$ cat config.mk
export PLATFORM = sky130hd
export DESIGN_NAME = firebird7_in_gate1_tessent_tdr_w19_ctl
export DESIGN_NICKNAME = d
export VERILOG_FILES = /design/src/rtl/firebird7_in_gate1_tessent_tdr_w19_ctl.sv
export SDC_FILE = /design/constraint.sdc
export NUM_CORES = 1
export LEC_CHECK = 0
export ABC_AREA = 1
export BUFFER_PORTS_ARGS = -buffer_cell sky130_fd_sc_hd__buf_2
export CAP_MARGIN = 20
export CORE_AREA = 5 5 79 63
export DETAILED_ROUTE_END_ITERATION = 7
export DIE_AREA = 0 0 84 68
export GPL_TIMING_DRIVEN = 0
export PLACE_DENSITY = 0.73
export SETUP_SLACK_MARGIN = 0.15
export SLEW_MARGIN = 30
export SYNTH_ARGS = -nofsm -noshare
export SYNTH_HDL_FRONTEND = slang
export SYNTH_SLANG_ARGS = --single-unit
export TNS_END_PERCENT = 100
$ cat constraint.sdc
create_clock -name ijtag_tck -period 1 [get_ports ijtag_tck]
set_input_delay 0.2 -clock ijtag_tck [delete_from_list [all_inputs] [get_ports ijtag_tck]]
set_output_delay 0.2 -clock ijtag_tck [all_outputs]
set_load 0.1 [all_outputs]
$ cat src/rtl/firebird7_in_gate1_tessent_tdr_w19_ctl.sv
// IJTAG test data register for the firebird7_in gate1 19-bit data mux.
// One scan segment of DATA_WIDTH+1 bits: the top bit is the mux select,
// the lower DATA_WIDTH bits are the override data. The shadow registers drive
// the mux directly. The shift register captures observe data plus the current
// select state so the network can read both back.
module firebird7_in_gate1_tessent_tdr_w19_ctl #(
  parameter int unsigned          DATA_WIDTH = 19,
  parameter logic [DATA_WIDTH-1:0] RESET_DATA = '0
) (
  input  logic                  ijtag_tck,
  input  logic                  ijtag_reset,
  input  logic                  ijtag_sel,
  input  logic                  ijtag_ce,
  input  logic                  ijtag_se,
  input  logic                  ijtag_ue,
  input  logic                  ijtag_si,
  output logic                  ijtag_so,
  input  logic [DATA_WIDTH-1:0] capture_data_in,
  output logic                  ijtag_select,
  output logic [DATA_WIDTH-1:0] ijtag_data_out
);

  // Scan segment: sr[DATA_WIDTH] is the select bit, the rest is data.
  logic [DATA_WIDTH:0]   sr;

  // Shadow registers that actually steer the mux.
  logic                  sel_q;
  logic [DATA_WIDTH-1:0] data_q;

  // Qualified protocol strobes. Capture outranks shift, so an illegal ce&se
  // cycle behaves exactly like a plain capture.
  logic do_capture;
  logic do_shift;
  logic do_update;

  assign do_capture = ijtag_sel & ijtag_ce;
  assign do_shift   = ijtag_sel & ijtag_se & ~ijtag_ce;
  assign do_update  = ijtag_sel & ijtag_ue;

  // Capture/shift on the rising TCK edge; LSB leaves first, new bits enter at the MSB.
  always_ff @(posedge ijtag_tck or posedge ijtag_reset) begin
    if (ijtag_reset) begin
      sr <= '0;
    end else if (do_capture) begin
      sr <= {sel_q, capture_data_in};
    end else if (do_shift) begin
      sr <= {ijtag_si, sr[DATA_WIDTH:1]};
    end
  end

  // Update the shadows on the falling TCK edge from the post-shift segment contents.
  always_ff @(negedge ijtag_tck or posedge ijtag_reset) begin
    if (ijtag_reset) begin
      sel_q  <= 1'b0;
      data_q <= RESET_DATA;
    end else if (do_update) begin
      sel_q  <= sr[DATA_WIDTH];
      data_q <= sr[DATA_WIDTH-1:0];
    end
  end

  // Scan out comes straight from the segment LSB, so it only moves on rising
  // edges (or reset) and holds while the segment is deselected.
  assign ijtag_so = sr[0];

  // The mux sees registered values only; no input reaches it combinationally.
  assign ijtag_select   = sel_q;
  assign ijtag_data_out = data_q;

endmodule

==> flow_metrics.tcl <==
set metrics [dict create \
    status "complete, but fails checks" \
    violations "hold timing, setup timing" \
    synth_area_leaders "dfrtn_1 (27%), dfrtp_1 (27%), nand2_1 (25%)" \
    r2r_end "sr[19]$_DFFE_PP0P_" \
    dpl.hpwl_mm 3.21 \
    gr-total-overflow 0 \
    root_buffer "clkbuf_8" \
    synth-adder-area-share_pct 0 \
    viasPerCell 5.27 \
    synthCells 243 \
    core_area_um2 4200 \
    path_delay_family "flip-flops" \
    worstSetupEndpointType "primary output" \
    die_w_um 84 \
    min_path_type "in2async" \
    powerDensity_nw_per_um2 2140 \
    ff2ff_path_depth 6 \
    synth.top_cells.by_count "nand2_1 (122), nand3_1 (59), dfrtn_1 (20), dfrtp_1 (20), buf_2 (12)" \
    io_buffers 46 \
    die_y_um 68 \
    placed_area_um2 2230 \
    rows 21 \
    cts_buffers 5 \
    drv_cap 0 \
    syn_area_per_cell_um2 7.63 \
    hold_ws_ns -0.0403 \
    start_util_pct 44.1 \
    slowest_delay_ns 0.48 \
    synth-compound-area-share_pct 0.270 \
    grt_pass1_wl_mm 9.38 \
    worst_pin_slew_ns 0.502 \
    r2r_slack_ns -0.52 \
    drcViolationCount 0 \
    critPathBufInv 1 \
    cts_tree "yes" \
    crit_required_ns 0.80 \
    ys.flop_type "dfrtp_1" \
    cp_max_fo 2 \
    yosys.area_share.simple_pct 40.6 \
    timing_hold_violations_final 20 \
    route.vias.total 2066 \
    seq_area_frac_synth_pct 54.0 \
    finalSetupViolations 42 \
    synthXorXnorAreaFrac_pct 0 \
    clock_latency_ns 0.30 \
    rr_startpoint "ijtag_select$_DFFE_NP0P_" \
    yosys_register_bits 40 \
    nets 360 \
    gp_congestion 0.800 \
    htreeDepth 2 \
    grt_max_degree 21 \
    crit_arrival_ns 1.48 \
    fin_ws_ns -0.679 \
    grt_antenna_before_repair 0 \
    ioPinCount 47 \
    syn_area_um2 1850 \
    ys_warn_count 0 \
    path_clk_slew_ns 0.08 \
    synth_area_leader_cell "dfrtn_1" \
    first_global_vias 1896 \
    rsz0062_at_grt "true" \
    yosysMostFrequentCell "nand2_1" \
    crit_chain "buf_12" \
    cts_hold_buffers 0 \
    relSlewSlack_pct 66.5 \
    gr-usage-all-layers_pct 21.0 \
    design.die.area_um2 5710 \
    ir_worst_vdd_uv 1290 \
    synth_edf_count 0 \
    syn_nets 269 \
    n_antenna_cell 0 \
    synth-async-reset-ratio_pct 100 \
    final_area_um2 3160 \
    slew_violations 0 \
    clock-skew-final_ns 0.00711 \
    clockBufferDepth 2 \
    dr.pass1.iters 5 \
    wl_per_cell_um 16.7 \
    crit_type "reg2out" \
    cts_sinks 40 \
    crit_slowest_cell "dfrtn_1" \
    drt_iter0_markers 128 \
    synthMuxAreaShare_pct 0 \
    drive_gt1_share_pct 43.3 \
    antenna_left 0 \
    area_growth_pct 70.4 \
    leakagePower_nw 1.68 \
    synth_top_family_by_area "simple AND/OR/NAND/NOR gates" \
    cp-start-kind "flip-flop" \
    tns_ns -17.59 \
    wl_mm 6.54 \
    synth_top_area_share_pct 27.0 \
    ys_types 8 \
]
-- timing repair --
| action | CTS | global route |
|---|---|---|
| endpoints found under the setup margin | 64 | 61 |
| resized for setup | 87 | 70 |
| buffers inserted | 24 | 14 |
| cloned | 1 | 0 |
| pin swaps | 22 | 23 |
| endpoints found under the hold margin | 0 | 20 |
-- final cells by class --
type / instances / area (um2)
plain buffers: 18 / 139
clock buffers: 7 / 76.3
clock inverters: 1 / 5.00
fillers: 248 / 1050
inverters: 3 / 15.0
multi-input cells: 182 / 908
flip-flops and latches: 40 / 1000
well taps: 57 / 71.3
repair buffers: 83 / 931
repair inverters: 1 / 7.51
-- how the worst max path moves through the flow --
stage                              from                 end  cells past startpoint
3_5_place_dp   ijtag_select$_DFFE_NP0P_        ijtag_select                      1
3_3_place_gp   ijtag_select$_DFFE_NP0P_        ijtag_select                      1
5_1_grt        ijtag_select$_DFFE_NP0P_        ijtag_select                      1
4_1_cts        ijtag_select$_DFFE_NP0P_        ijtag_select                      1
2_1_floorplan  ijtag_select$_DFFE_NP0P_  sr[19]$_DFFE_PP0P_                      4
6_report       ijtag_select$_DFFE_NP0P_        ijtag_select                      1
-- state kept, by name, summed over array words and instances, names as in the netlist --
signal	count
sr	20
ijtag_select	1
ijtag_data_out	19
-- cell families (layout without fill, tap and decap cells) --
group / Yosys count / count (layout)
and+or+nand+nor: 181 / 181
DFF: 40 / 40
buffers and inverters: 21 / 113
AOI/OAI and AO/OA: 1 / 1
-- power breakdown --
part	internal [mW]	switching, mW	total [mW]	leakage (nW)
sequential	1.95	0.345	2.29	0.518
clock	0.490	0.549	1.04	0.0422
combinational	1.42	2.02	3.44	1.12
-- routing by layer --
| metal | vias up | wire, um | GRT usage [%] |
|---|---|---|---|
| met2 | 103 | 3240 | 35.5 |
| met5 | - | 0 | 0 |
| met3 | 15 | 458 | 2.65 |
| met4 | 0 | 123 | 7.83 |
| met1 | 993 | 2720 | 28.1 |
| li1 | 955 | - | - |
-- placed cells by master, fill, tap and decap left out --
master      netlist  routed
clkinv_2          0       1
nand2_4           0       2
nand2_2           0      14
nand3_1          59      39
inv_1             3       1
clkbuf_4          0       3
clkbuf_8          0       5
dfrtn_1          20      20
clkbuf_1          6       4
nand3_2           0      20
buf_4             0       9
nand2_1         122     106
buf_2            12      28
buf_12            0      22
clkinvlp_4        0       2
o21ai_1           1       1
inv_2             0       1
clkbuf_2          0       4
buf_6             0      33
dfrtp_1          20      19
dfrtp_4           0       1
-- through the flow --
| step | std cells | utilization (%) | worst slack (ns) | power [mW] |
|---|---|---|---|---|
| after detailed placement | 346 | 52.9 | -0.568 | 4.32 |
| final | 392 | 75.1 | -0.679 | 6.77 |
| after global placement | 346 | 52.9 | -0.564 | 4.30 |
| after global routing | 392 | 75.1 | -0.694 | 7.03 |
| after CTS | 379 | 66.9 | -0.665 | 6.22 |
| after floorplan | 243 | - | -0.857 | 3.91 |
Note: power is estimated with default switching activity, not from simulation.
